$ cat src/rtl/product_accumulator.sv
// Signed product accumulator with saturation: sums a block of products, result one cycle after the in_last transfer.
// Backpressure: the result is held in DONE and in_ready stays low until out_ready accepts it; clear aborts the block.
module product_accumulator #(
    parameter int N = 32,
    parameter int G = 8
) (
    input  logic             clk,
    input  logic             reset,
    input  logic             clear,
    input  logic             in_valid,
    output logic             in_ready,
    input  logic [2*N-1:0]   in_prod,
    input  logic             in_last,
    output logic             out_valid,
    input  logic             out_ready,
    output logic [2*N-1:0]   out_sum,
    output logic             out_sat,
    output logic [15:0]      out_count
);

    localparam int PW    = 2 * N;
    localparam int ACC_W = PW + G;
    localparam logic [PW-1:0] SUM_MAX = {1'b0, {(PW-1){1'b1}}};
    localparam logic [PW-1:0] SUM_MIN = {1'b1, {(PW-1){1'b0}}};

    typedef enum logic [1:0] {IDLE, ACC, DONE} state_t;

    state_t             state;
    logic               armed;
    logic [ACC_W-1:0]   acc;
    logic [15:0]        count;
    logic               ovf;
    logic               ovf_pos;

    logic [ACC_W-1:0]   prod_ext;
    logic [ACC_W-1:0]   add_sum;
    logic               add_ovf;
    logic               xfer;
    logic [ACC_W-1:0]   acc_nxt;
    logic [15:0]        count_nxt;
    logic               ovf_nxt;
    logic               ovf_pos_nxt;
    logic [ACC_W-PW:0]  acc_hi;
    logic               acc_fits;
    logic [PW-1:0]      sum_nxt;
    logic               sat_nxt;

    // armed keeps in_ready low during reset and for no longer than the first edge after release
    assign in_ready  = armed && (state != DONE);
    assign out_valid = (state == DONE);
    assign xfer      = in_valid && in_ready && !clear;

    assign prod_ext = {{G{in_prod[PW-1]}}, in_prod};
    assign add_sum  = acc + prod_ext;
    assign add_ovf  = (acc[ACC_W-1] == prod_ext[ACC_W-1]) &&
                      (add_sum[ACC_W-1] != acc[ACC_W-1]);

    always_comb begin
        acc_nxt     = acc;
        count_nxt   = count;
        ovf_nxt     = ovf;
        ovf_pos_nxt = ovf_pos;
        if (state == IDLE) begin
            acc_nxt     = prod_ext;
            count_nxt   = 16'd1;
            ovf_nxt     = 1'b0;
            ovf_pos_nxt = 1'b0;
        end else begin
            if (count != 16'hFFFF) begin
                count_nxt = count + 16'd1;
            end
            // once overflowed, acc is frozen and only the recorded direction matters
            if (!ovf) begin
                if (add_ovf) begin
                    ovf_nxt     = 1'b1;
                    ovf_pos_nxt = !acc[ACC_W-1];
                end else begin
                    acc_nxt = add_sum;
                end
            end
        end
    end

    assign acc_hi   = acc_nxt[ACC_W-1:PW-1];
    assign acc_fits = (&acc_hi) || !(|acc_hi);

    always_comb begin
        sum_nxt = acc_nxt[PW-1:0];
        sat_nxt = 1'b0;
        if (ovf_nxt) begin
            sum_nxt = ovf_pos_nxt ? SUM_MAX : SUM_MIN;
            sat_nxt = 1'b1;
        end else if (!acc_fits) begin
            sum_nxt = acc_nxt[ACC_W-1] ? SUM_MIN : SUM_MAX;
            sat_nxt = 1'b1;
        end
    end

    always_ff @(posedge clk or negedge reset) begin
        if (!reset) begin
            state     <= IDLE;
            armed     <= 1'b0;
            acc       <= '0;
            count     <= '0;
            ovf       <= 1'b0;
            ovf_pos   <= 1'b0;
            out_sum   <= '0;
            out_sat   <= 1'b0;
            out_count <= '0;
        end else begin
            armed <= 1'b1;
            if (clear) begin
                state     <= IDLE;
                acc       <= '0;
                count     <= '0;
                ovf       <= 1'b0;
                ovf_pos   <= 1'b0;
                out_sum   <= '0;
                out_sat   <= 1'b0;
                out_count <= '0;
            end else begin
                case (state)
                    IDLE, ACC: begin
                        if (xfer) begin
                            acc     <= acc_nxt;
                            count   <= count_nxt;
                            ovf     <= ovf_nxt;
                            ovf_pos <= ovf_pos_nxt;
                            if (in_last) begin
                                state     <= DONE;
                                out_sum   <= sum_nxt;
                                out_sat   <= sat_nxt;
                                out_count <= count_nxt;
                            end else begin
                                state <= ACC;
                            end
                        end
                    end
                    DONE: begin
                        if (out_ready) begin
                            state <= IDLE;
                        end
                    end
                    default: state <= IDLE;
                endcase
            end
        end
    end

endmodule

$ cat config.mk
export PLATFORM = sky130hd
export DESIGN_NAME = product_accumulator
export DESIGN_NICKNAME = d
export VERILOG_FILES = /design/src/rtl/product_accumulator.sv
export SDC_FILE = /design/constraint.sdc
export NUM_CORES = 1
export LEC_CHECK = 0
export ABC_AREA = 1
export BUFFER_PORTS_ARGS = -buffer_cell sky130_fd_sc_hd__buf_2
export CORE_AREA = 2 2 219 221
export DETAILED_ROUTE_END_ITERATION = 10
export DIE_AREA = 0 0 221 223
export HOLD_SLACK_MARGIN = 0.03
export SYNTH_ARGS = -nofsm -noshare
export SYNTH_HDL_FRONTEND = slang
export SYNTH_SLANG_ARGS = --single-unit
$ cat constraint.sdc
create_clock -name clk -period 4.5 [get_ports clk]
set_input_delay 0.9 -clock clk [delete_from_list [all_inputs] [get_ports clk]]
set_output_delay 0.9 -clock clk [all_outputs]
set_load 0.03 [all_outputs]
## Yosys cells after proc, flatten, opt, wreduce, memory -nomap -nowiden

Index checks and enable logic that the tools add are counted.

| storage, ports and cells | value |
|---|---|
| bits in read-only memories | 0 |
| bits in latches | 0 |
| memories kept | 0 |
| flip-flop bits (word level) | 174 |
| bits in writable memories | 0 |
| logic and storage cells | 83 |

| operators by class | value |
|---|---|
| divide/modulo/power cells | 0 |
| bitwise operators | 0 |
| magnitude comparators | 0 |
| $add $sub $neg | 2 |
| reductions and logical operators | 18 |
| muxes and demuxes | 46 |
| shift-type cells | 0 |
| eq/ne operators | 8 |
| multiply operators | 0 |

Operators with widths:

| operator | number |
|---|---|
| $mux W64 | 8 |
| $mux W72 | 6 |
| $mux W16 | 9 |
| $add A72 B72 Y72 | 1 |
| $mux W1 | 18 |
| $add A16 B1 Y16 const B | 1 |
| $ne A16 B16 Y1 const B | 1 |
| $reduce_and A9 Y1 | 1 |
| $reduce_or A9 Y1 | 1 |
| $mux W2 | 4 |
| $reduce_bool A2 Y1 | 3 |
| $logic_and A1 B1 Y1 | 4 |
| $pmux W2 S2 | 1 |
| $reduce_and A2 Y1 | 2 |
| $logic_not A1 Y1 | 3 |
| $ne A3 B2 Y1 const B | 1 |
| $ne A3 B3 Y1 const B | 1 |
| $reduce_and A3 Y1 | 1 |
| $eq A2 B1 Y1 const B | 1 |
| $eq A2 B2 Y1 const B | 1 |
| $logic_not A2 Y1 | 1 |
| $ne A2 B2 Y1 const B | 1 |
| $reduce_or A2 Y1 | 1 |
| $eq A1 B1 Y1 | 1 |
| 2 further kinds | 2 |

## Logic depth before layout (Yosys ltp)

Gate-level depths: netlist of run 1.

| logic depth | value |
|---|---|
| depth in word-level cells | 15 |
| mapped depth | 34 |
| depth with buffers taken out | 32 |

## Worst setup path after synthesis of run 1

Ideal clock, no wire load.

| path | value |
|---|---|
| kind | input to register |
| start point | input in_prod[2] |
| end point | register out_sum[48] |
| path slack | -0.031 ns |
| library setup time | 0.118 ns |
| cell stages on the path | 29 |
| arrival | 4.413 ns |
| path buffers | 2 |
| required time | 4.382 ns |
| path through | ha_1 or2_1 and2_1 nand2_1 nand3_2 nand2_2 nand2_2 nand2_1 nand2_1 nand4_1 o311ai_0 fa_1 inv_1 o21ai_0 nand2_1 inv_1 nor2_1 inv_1 buf_2 a21oi_1 nand2_1 nand3_1 nor2_2 nand3_2 nand2_8 buf_8 nand3_1 nand3_1 nand2_1 |

| between the ends | value |
|---|---|
| cells in the longest elaborated chain, start to end | 15 |

Ends and longest elaborated chain:

| what | RTL line | text |
|---|---|---|
| start, declared | 12 | `input logic [2*N-1:0] in_prod,` |
| $add A72 B72 Y72 (*) | 54 | `assign add_sum = acc + prod_ext;` |
| $ne A1 B1 Y1 | 56 | `(add_sum[ACC_W-1] != acc[ACC_W-1]);` |
| $logic_and A1 B1 Y1 | 55 | `assign add_ovf = (acc[ACC_W-1] == prod_ext[ACC_W-1]) &&` |
| $mux W72 | 74 | `if (add_ovf) begin` |
| $mux W72 | 73 | `if (!ovf) begin` |
| $mux W72 | 63 | `if (state == IDLE) begin` |
| $reduce_or A9 Y1 | 85 | `assign acc_fits = (&acc_hi) \|\| !(\|acc_hi);` |
| $logic_not A1 Y1 | 85 |  |
| $logic_or A1 B1 Y1 | 85 |  |
| $mux W64 | 93 | `end else if (!acc_fits) begin` |
| $mux W64 (*) | 90 | `if (ovf_nxt) begin` |
| $mux W64 (*) | 129 | `if (in_last) begin` |
| $mux W64 (*) | 124 | `if (xfer) begin` |
| $mux W64 (*) | 122 | `case (state)` |
| $mux W64 (*) | 112 | `if (clear) begin` |
| end signal, assigned | 131 | `out_sum <= sum_nxt;` |
| end, declared | 16 | `output logic [2*N-1:0] out_sum,` |

Every way passes the cells marked *; elsewhere a longest branch is shown, timed or not. The select of a mux whose other input is x is not followed.
A chain may end at the register's enable or synchronous reset.

## Final worst setup path of run 1

| path | value |
|---|---|
| start point | input in_prod[44] |
| end point | register out_sum[43] |

Same word-level chain as after synthesis.

==> results of run 1 <==
[worst min-delay path by stage]
| stage | startpoint | to | slack (ns) | depth (start not counted) |
|---|---|---|---|---|
| 2_1_floorplan | count[15] | count[15] | 0.45 | 2 |
| 3_3_place_gp | out_count[10] | out_count[10] | 0.46 | 2 |
| 3_5_place_dp | out_sum[49] | out_sum[49] | 0.46 | 2 |
| 4_1_cts | out_sum[45] | out_sum[45] | 0.48 | 2 |
| 5_1_grt | out_count[3] | out_count[3] | 0.50 | 2 |
| 6_report | out_count[2] | out_count[2] | 0.48 | 2 |
[worst max-delay path, delay by kind of cell]
family | cells | cell delay [ns]
compound gates | 7 | 0.98
fa+ha+maj | 2 | 0.76
buf+inv | 7 | 0.90
simple gates | 14 | 1.29
[kinds of logic (layout without fill, tap and decap cells)]
group,Yosys count,in the layout,share of synthesized area (%)
compound gates,477,477,17.8
xor+xnor,60,60,3.77
fa+ha+maj,74,74,6.76
buf+inv,286,673,8.37
flops,174,174,31.3
other cells,1,4,0.0269
simple gates,1045,1045,32.0
[final cells by class]
type                            instances  area, um2
Fill cell                            4808      27300
Multi-Input combinational cell       1657      10100
Sequential cell                       174       4350
Timing Repair Buffer                  440       3300
Tap cell                              615        769
Inverter                              201        757
Clock buffer                           18        429
Clock inverter                         13        166
Timing Repair inverter                  1       7.51
Antenna cell                            3       7.51
[cell usage in the layout, fill, tap and decap left out, types with 24 or more instances in the layout]
master,netlist,routed
xnor2_1,35,35
nand3_1,178,102
buf_4,0,262
xor2_1,25,25
ha_4,0,47
nand2_2,19,59
a21oi_2,2,28
a21oi_1,163,129
inv_2,12,26
buf_2,19,143
inv_1,188,174
o21ai_0,268,236
nand2_1,636,583
nand3_2,8,70
dfrtp_1,174,174
ha_1,72,24
nor2_1,133,114
[power groups by stage]
stage          sequential [mW]  clock (mW)  combinational [mW]
2_1_floorplan             1.78           0               0.814
3_3_place_gp              1.73           0                1.51
3_5_place_dp              1.73           0                1.52
4_1_cts                   1.70        1.60                1.59
5_1_grt                   1.72        1.66                2.01
6_report                  1.71        1.57                1.85
[registers in the layout (all words and copies together) (netlist names)]
register / flops
state: 2
ovf: 1
armed: 1
ovf_pos: 1
count: 16
out_sum: 64
acc: 72
out_sat: 1
out_count: 16
[metal layers]
layer  up-vias  wire length, um
met3        73             2660
met4         4             1210
met2       386            24600
met1      7417            24200
met5         -               22
li1       7704                -
[what timing repair did]
item,CTS,global route
gates cloned,2,7
buffers inserted,12,27
endpoints found under the setup margin,67,119
endpoints found under the hold margin,0,0
gates resized for setup,70,298
pin swaps,13,65
==> flow_metrics.env, run 1 <==
export IMPL_synth_top_cell_by_area="dfrtp_1"
export IMPL_antenna_found_initial=5
export IMPL_setup_viol=0
export IMPL_drt_pass1_iterations=6
export IMPL_synth_top_area_share_pct=31.3
export IMPL_gp_congestion=0.934
export IMPL_h_tree_depth=4
export IMPL_endpoint_kind="flop"
export IMPL_wirelength_mm=52.7
export IMPL_p_comb_share_pct=36.0
export IMPL_cp_start_kind="input pin"
export IMPL_wl_per_cell_um=16.9
export IMPL_clkLatencyLatePin_ns=0.47
export IMPL_grt_met2_usage_pct=32.8
export IMPL_p_per_area_nw_per_um2=258
export IMPL_fin_area_um2=19900
export IMPL_synthTopCellsByArea="dfrtp_1 (31%), nand2_1 (17%), o21ai_0 (9.6%), ha_1 (6.5%), nand3_1 (6.4%)"
export IMPL_r2r_cells=29
export IMPL_rr_endpoint="out_sum[43]"
export IMPL_finalSetupTns_ns=0
export IMPL_ys_seq_area_share_pct=31.3
export IMPL_cp_required_ns=4.86
export IMPL_use_met1_pct=27.1
export IMPL_clkTransAtPathRegs_ns=0.07
export IMPL_crit_end="out_sum[43]"
export IMPL_rsz0062_at_grt="yes"
export IMPL_viasPerCell=4.99
export IMPL_grt_pass1_vias=14804
export IMPL_switching_share_pct=36.4
export IMPL_yosys_warnings=0
export IMPL_finalHoldViolCount=0
export IMPL_nNetsFinal=2636
export IMPL_grt_pass1_wl_mm=79.5
export IMPL_clkSinkCount=174
export IMPL_syn_nets=2261
export IMPL_synth_edf_count=0
export IMPL_setup_slack_ns=0.0312
export IMPL_p_clk_share_pct=30.6
export IMPL_cts_buffers=17
export IMPL_cp_arrival_ns=4.82
export IMPL_status="finished, final reports clean"
export IMPL_worstReg2RegStart="acc[44]"
export IMPL_antenna_left=0
export IMPL_drcViolationCount=0
export IMPL_post_route_util_pct=42.2
export IMPL_busiest_layer="met2"
export IMPL_die_h_um=223
export IMPL_worst_clock_skew_ns=0.0129
export IMPL_place_inst=3040
export IMPL_grt_overflow_total=0
export IMPL_pre_cts_ws_ns=-0.743
export IMPL_crit_type="in2reg"
export IMPL_leakagePower_nw=9.43
export IMPL_tightest_slew_ns=1.13
export IMPL_fin_crit_sh_pct=99.3
export IMPL_initial_utilization_pct=29.5
export IMPL_dr_total_vias=15584
export IMPL_drive_gt1_share_pct=32.5
export IMPL_ir_drop_v=0.000315
export IMPL_critPathSlowestCell="fa_1"
export IMPL_synth_area_um2=13900
export IMPL_ys_top_cells_by_count="nand2_1 (636), o21ai_0 (268), inv_1 (188), nand3_1 (178), dfrtp_1 (174)"
export IMPL_dominantRegCellSynth="dfrtp_1"
export IMPL_reg2reg_setup_slack_ns=0.18
export IMPL_hold_ws_ns=0.478
export IMPL_syn2layout_area_growth_pct=42.8
export IMPL_syn_inst=2117
export IMPL_hold_class="reg2reg"
export IMPL_cp_common_cell="nand2_2"
export IMPL_die_w_um=221
export IMPL_intPower_mw=3.26
export IMPL_dieArea_um2=49300
export IMPL_slew_viol_final=0
export IMPL_synth_seq_cells=174
export IMPL_crit_fanout=9
export IMPL_cap_violations=0
export IMPL_critPathLaunch="in_prod[44]"
export IMPL_p_seq_share_pct=33.4
export IMPL_min_period_ns=4.47
export IMPL_grt_use_met3_pct=3.41
export IMPL_relSlewSlack_pct=24.4
export IMPL_p_sw_mw=1.87
export IMPL_grt_usage_pct=20.1
export IMPL_dp_hpwl_mm=38.8
export IMPL_ctsHoldBuffers=0
export IMPL_cts_tree="built"
export IMPL_fmax_ghz=0.224
export IMPL_placementRows=80
export IMPL_io_pins=153
export IMPL_root_buffer="clkbuf_16"
export IMPL_drt_initial_drc_count=1234
export IMPL_coreArea_um2=47100
export IMPL_p_total_mw=5.12
export IMPL_critPathMaxStageDelay_ns=0.49
export IMPL_fin_cells=3122
export IMPL_post_dp_cell_area_um2=17000
export IMPL_port_buffers=152
export IMPL_clock_path_buffers=2
export IMPL_ys_types=44
export IMPL_async_reset_ff_share_pct=100
export IMPL_syn_area_per_cell_um2=6.58
export IMPL_yosysMostFrequentCell="nand2_1"
export IMPL_grt_max_degree=101
Power figures use the tool's default switching activity.
==> run 2, diff against run 1 <==
--- a/config.mk
+++ b/config.mk
@@ -11,6 +11,7 @@
 export DETAILED_ROUTE_END_ITERATION = 10
 export DIE_AREA = 0 0 221 223
 export HOLD_SLACK_MARGIN = 0.03
+export RECOVER_POWER = 50
 export SYNTH_ARGS = -nofsm -noshare
 export SYNTH_HDL_FRONTEND = slang
 export SYNTH_SLANG_ARGS = --single-unit
==> run 2 against run 1 <==
Compared with the run above: the flow now finishes with violations (max-capacitance violations, max-slew violations); register-to-register slack hardly changed; wire length up 0.16%; final cell count did not move; sequential share of layout area about the same; via count fell by 0.40%; critical path type unchanged; largest power group unchanged.
==> flow_metrics.env, run 2 (synthesis gave the netlist of run 1 again) <==
export IMPL_grt_usage_pct=20.1
export IMPL_relSlewSlack_pct=-58.0
export IMPL_cap_violations=1
export IMPL_cts_buffers=17
export IMPL_cts_tree="built"
export IMPL_h_tree_depth=4
export IMPL_dieArea_um2=49300
export IMPL_wl_per_cell_um=16.9
export IMPL_largest_register_ffs=72
export IMPL_hp_start="out_count[2]"
export IMPL_status="complete, but fails checks"
export IMPL_finalSetupTns_ns=0
export IMPL_wirelength_mm=52.7
export IMPL_placementRows=80
export IMPL_critPathLaunch="in_prod[44]"
export IMPL_final_common_cell="nand2_1"
export IMPL_finalHoldViolCount=0
export IMPL_ctsHoldBuffers=0
export IMPL_coreArea_um2=47100
export IMPL_grt_max_degree=101
export IMPL_worst_clock_skew_ns=0.0142
export IMPL_tightest_slew_ns=2.37
export IMPL_dp_hpwl_mm=38.8
export IMPL_hold_class="reg2reg"
export IMPL_endpoint_kind="flop"
export IMPL_min_period_ns=4.47
export IMPL_antenna_found_initial=5
export IMPL_crit_type="in2reg"
export IMPL_die_w_um=221
export IMPL_gp_congestion=0.934
export IMPL_clkLatencyLatePin_ns=0.47
export IMPL_antenna_left=0
export IMPL_die_h_um=223
export IMPL_port_buffers=152
export IMPL_cp_start_kind="input pin"
export IMPL_drt_pass1_iterations=7
export IMPL_initial_utilization_pct=29.5
export IMPL_root_buffer="clkbuf_16"
export IMPL_slew_viol_final=86
export IMPL_setup_slack_ns=0.0348
export IMPL_clock_path_buffers=2
export IMPL_setup_viol=0
export IMPL_grt_pass1_wl_mm=79.5
export IMPL_violations="max-capacitance violations, max-slew violations"
export IMPL_syn2layout_area_growth_pct=42.5
export IMPL_drive_gt1_share_pct=32.1
export IMPL_fin_cells=3122
export IMPL_dr_total_vias=15522
export IMPL_registers_top_by_ff_count="acc"
export IMPL_io_pins=153
export IMPL_drt_initial_drc_count=1232
export IMPL_worstReg2RegStart="acc[42]"
export IMPL_final_cell_mix="nand2_1 (583), buf_4 (259), o21ai_0 (236)"
export IMPL_clkSinkCount=174
export IMPL_p_per_area_nw_per_um2=258
export IMPL_hold_ws_ns=0.479
export IMPL_cp_required_ns=4.83
export IMPL_clkTransAtPathRegs_ns=0.07
export IMPL_place_inst=3040
export IMPL_cp_arrival_ns=4.79
export IMPL_grt_overflow_total=0
export IMPL_fmax_ghz=0.224
export IMPL_leakagePower_nw=9.38
export IMPL_rsz0062_at_grt="yes"
export IMPL_drcViolationCount=0
export IMPL_reg_largest_list="acc x72, out_sum x64"
export IMPL_crit_fanout=14
export IMPL_fin_crit_sh_pct=99.2
export IMPL_ir_drop_v=0.000316
export IMPL_nNetsFinal=2636
export IMPL_grt_pass1_vias=14804
export IMPL_pre_cts_ws_ns=-0.743
export IMPL_viasPerCell=4.97
## run 2: final cells by class
| class | count | area [um2] |
|---|---|---|
| Sequential cell | 174 | 4350 |
| Fill cell | 4816 | 27300 |
| Timing Repair inverter | 1 | 7.51 |
| Timing Repair Buffer | 440 | 3260 |
| Antenna cell | 3 | 7.51 |
| Tap cell | 615 | 769 |
| Clock buffer | 18 | 429 |
| Multi-Input combinational cell | 1657 | 10100 |
| Inverter | 201 | 757 |
| Clock inverter | 13 | 166 |
## run 2: metrics by stage
| step | utilization (%) | instance area [um2] | power [mW] |
|---|---|---|---|
| 3_5_place_dp | 36.1 | 17000 | 3.25 |
| 2_1_floorplan | - | 13900 | 2.59 |
| 4_1_cts | 38.4 | 18100 | 4.90 |
| 6_report | 42.1 | 19800 | 5.12 |
| 5_1_grt | 42.1 | 19800 | 5.39 |
| 3_3_place_gp | 36.1 | 17000 | 3.24 |
## run 2: repair_timing
| item | in CTS | in global routing |
|---|---|---|
| pin swaps | 13 | 65 |
| gates cloned | 2 | 7 |
| buffers inserted | 12 | 27 |
| resized for setup | 70 | 298 |
| endpoints found under the setup margin | 67 | 119 |
## run 2: layer usage
layer	share of wire (%)	track usage, %	up-vias	routed length (um)
met1	46	27.1	7353	24300
met5	0.042	0	-	22
li1	-	-	7705	-
met3	4.8	3.41	70	2550
met2	47	32.8	390	24600
met4	2.3	6.37	4	1240
## run 2: final timing paths
kind	end	slack [ns]	depth (start not counted)
worst max-delay path	acc[19]	0.03	27
worst min-delay path	out_count[2]	0.48	2
worst max register to register	acc[19]	0.18	28
worst min register to register	out_count[2]	0.48	2
max in group asynchronous	acc[36]	1.03	3
min in group asynchronous	out_count[14]	1.13	1
## run 2: worst max-delay path, cell delays in order
cell	delay (ns)
buf_2	0.13
ha_4	0.27
a21oi_4	0.17
o21ai_2	0.10
a21oi_2	0.22
nand2_2	0.10
a21oi_2	0.16
buf_4	0.13
nand2_2	0.05
nand4_1	0.08
o311ai_2	0.11
fa_1	0.49
inv_2	0.08
o21ai_2	0.06
nand2_2	0.09
inv_2	0.05
nor2_4	0.19
clkinvlp_4	0.21
buf_4	0.17
buf_4	0.13
buf_6	0.14
buf_16	0.16
a21oi_1	0.21
o21ai_2	0.10
o21ai_2	0.10
buf_4	0.14
o21ai_0	0.06
## run 2: power by group
group | total, mW | switching [mW] | leakage (nW) | internal, mW
registers | 1.71 | 0.0730 | 2.39 | 1.64
logic | 1.84 | 1.10 | 6.71 | 0.740
clock network | 1.56 | 0.690 | 0.288 | 0.873
==> run 3, diff against run 2 <==
--- a/config.mk
+++ b/config.mk
@@ -11,6 +11,7 @@
 export DETAILED_ROUTE_END_ITERATION = 10
 export DIE_AREA = 0 0 221 223
 export HOLD_SLACK_MARGIN = 0.03
+export PLACE_DENSITY = 0.44
 export RECOVER_POWER = 50
 export SYNTH_ARGS = -nofsm -noshare
 export SYNTH_HDL_FRONTEND = slang
==> run 3 against run 2 <==
Compared with the run above: the flow still finishes with violations (max-capacitance violations, max-slew violations); critical path depth rose by 2; first-iteration DRC count down 28%; worst hold slack lost 0.0014 ns; die area is the same; clock skew rose by 0.0019 ns; non-clock buffer count grew 10; clock power is essentially flat; utilization is 1.1 points lower; critical path type unchanged; critical endpoint is now out_sum[15]; largest power group unchanged.
==> flow_metrics.env, run 3 (synthesis gave the netlist of run 1 again) <==
export IMPL_p_per_area_nw_per_um2=262
export IMPL_fmax_ghz=0.226
export IMPL_use_met1_pct=29.2
export IMPL_critical_path_buf_inv_count=6
export IMPL_wirelength_mm=53.1
export IMPL_antenna_found_initial=2
export IMPL_drt_pass1_iterations=5
export IMPL_nNetsFinal=2647
export IMPL_largest_register_ffs=72
export IMPL_tightest_slew_ns=2.62
export IMPL_rsz0062_at_grt="yes"
export IMPL_drcViolationCount=0
export IMPL_critPathSlowestCell="fa_1"
export IMPL_min_period_ns=4.43
export IMPL_dp_hpwl_mm=39.9
export IMPL_cp_top_family="simple AND/OR/NAND/NOR gates"
export IMPL_grt_pass1_wl_mm=81.0
export IMPL_grt_pass1_vias=14620
export IMPL_antenna_left=0
export IMPL_clock_path_buffers=2
export IMPL_syn2layout_area_growth_pct=38.6
export IMPL_busiest_layer="met2"
export IMPL_gp_congestion=0.882
export IMPL_final_common_cell="nand2_1"
export IMPL_grt_max_degree=98
export IMPL_viasPerCell=4.85
export IMPL_dieArea_um2=49300
export IMPL_final_cell_mix="nand2_1 (585), buf_4 (276), o21ai_0 (251)"
export IMPL_setup_slack_ns=0.0729
export IMPL_post_dp_cell_area_um2=17200
export IMPL_crit_fanout=6
export IMPL_worst_clock_skew_ns=0.0161
export IMPL_slew_viol_final=123
export IMPL_fin_cells=3133
export IMPL_worstReg2RegStart="acc[44]"
export IMPL_post_route_util_pct=40.9
export IMPL_multi_input_area_um2=9500
export IMPL_grt_met2_usage_pct=32.9
export IMPL_place_inst=3063
export IMPL_cp_required_ns=4.89
export IMPL_coreArea_um2=47100
export IMPL_reg_largest_list="acc x72, out_sum x64"
export IMPL_hp_start="out_sum[26]"
export IMPL_hold_class="reg2reg"
export IMPL_setup_viol=0
export IMPL_cts_tree="built"
export IMPL_placementRows=80
export IMPL_finalHoldViolCount=0
export IMPL_drive_gt1_share_pct=29.4
export IMPL_leakagePower_nw=9.37
export IMPL_reg2reg_setup_slack_ns=0.12
export IMPL_violations="max-capacitance violations, max-slew violations"
export IMPL_p_total_mw=5.05
export IMPL_grt_use_met3_pct=3.25
export IMPL_cts_buffers=17
export IMPL_fin_crit_sh_pct=98.4
export IMPL_finalSetupTns_ns=0
export IMPL_fin_area_um2=19300
export IMPL_crit_type="in2reg"
export IMPL_r2r_cells=28
export IMPL_cap_violations=2
export IMPL_die_h_um=223
export IMPL_dr_total_vias=15194
export IMPL_io_pins=153
export IMPL_die_w_um=221
export IMPL_rr_endpoint="out_sum[15]"
export IMPL_port_buffers=152
export IMPL_timing_hold_worst_path_depth=2
export IMPL_hold_ws_ns=0.477
export IMPL_grt_usage_pct=20.8
export IMPL_status="complete, but fails checks"
export IMPL_ir_drop_v=0.000349
export IMPL_h_tree_depth=4
export IMPL_clkTransAtPathRegs_ns=0.07
export IMPL_relSlewSlack_pct=-74.9
export IMPL_clkSinkCount=174
export IMPL_grt_overflow_total=0
export IMPL_cp_common_cell="nand2_1"
export IMPL_endpoint_kind="flop"
export IMPL_clkLatencyLatePin_ns=0.50
export IMPL_root_buffer="clkbuf_16"
export IMPL_cp_arrival_ns=4.82
export IMPL_pre_cts_ws_ns=-0.698
export IMPL_holdPathEnd="out_sum[26]"
export IMPL_critPathMaxStageDelay_ns=0.57
export IMPL_cp_start_kind="input pin"
export IMPL_fillers=4937
export IMPL_registers_top_by_ff_count="acc"
export IMPL_initial_utilization_pct=29.5
export IMPL_drt_initial_drc_count=884
export IMPL_ctsHoldBuffers=0
export IMPL_wl_per_cell_um=17.0
export IMPL_seq_area_um2=4360
-- run 3: cell types whose count changed in the layout (fill, tap and decap cells not counted), sizes merged --
cell | previous run | this run
buf | 421 | 432
bufinv | 3 | 1
clkbuf | 37 | 35
clkinv | 6 | 2
clkinvlp | 3 | 2
diode | 3 | 2
inv | 203 | 212
nand2 | 656 | 657
-- run 3: repair_timing --
item,in CTS,in global routing
cloned,1,8
pin swaps,1,72
endpoints found under the setup margin,64,115
resized for setup,14,239
buffers inserted,5,22
-- run 3: area by class of cell --
| cell class | instances | share of cell area, % |
|---|---|---|
| multi-input combinational | 1658 | 49.2 |
| sequential | 174 | 22.6 |
| timing repair buffer | 450 | 17.2 |
| tap | 615 | 3.99 |
| inverter | 201 | 3.92 |
| clock buffer | 17 | 2.20 |
| clock inverter | 15 | 0.849 |
| timing repair inverter | 1 | 0.0324 |
| antenna | 2 | 0.0259 |
-- run 3: power breakdown --
| group | switching, mW | leakage [nW] | internal, mW |
|---|---|---|---|
| Combinational | 1.05 | 6.69 | 0.714 |
| Sequential | 0.0707 | 2.38 | 1.64 |
| Clock | 0.789 | 0.286 | 0.789 |
| Total | 1.91 | 9.37 | 3.14 |
-- run 3: layer usage --
metal / routed length [um] / share of wire (%)
met1: 25600 / 48
met2: 24300 / 46
met3: 2130 / 4.0
met4: 1000 / 1.9
met5: 0 / 0
-- run 3: worst min-delay path, stage by stage, from the launching register on --
cell     delay, ns
dfrtp_1       0.34
nand2_1       0.05
nand2_1       0.05
-- run 3: worst max path at each step --
| stage | end | start | cells past startpoint |
|---|---|---|---|
| floorplan | out_sum[48] | in_prod[2] | 29 |
| global placement | out_sum[13] | in_prod[42] | 30 |
| detailed placement | out_sum[13] | in_prod[42] | 30 |
| CTS | out_sum[13] | in_prod[21] | 30 |
| global route | out_sum[37] | in_prod[39] | 31 |
| finish | out_sum[15] | in_prod[44] | 29 |
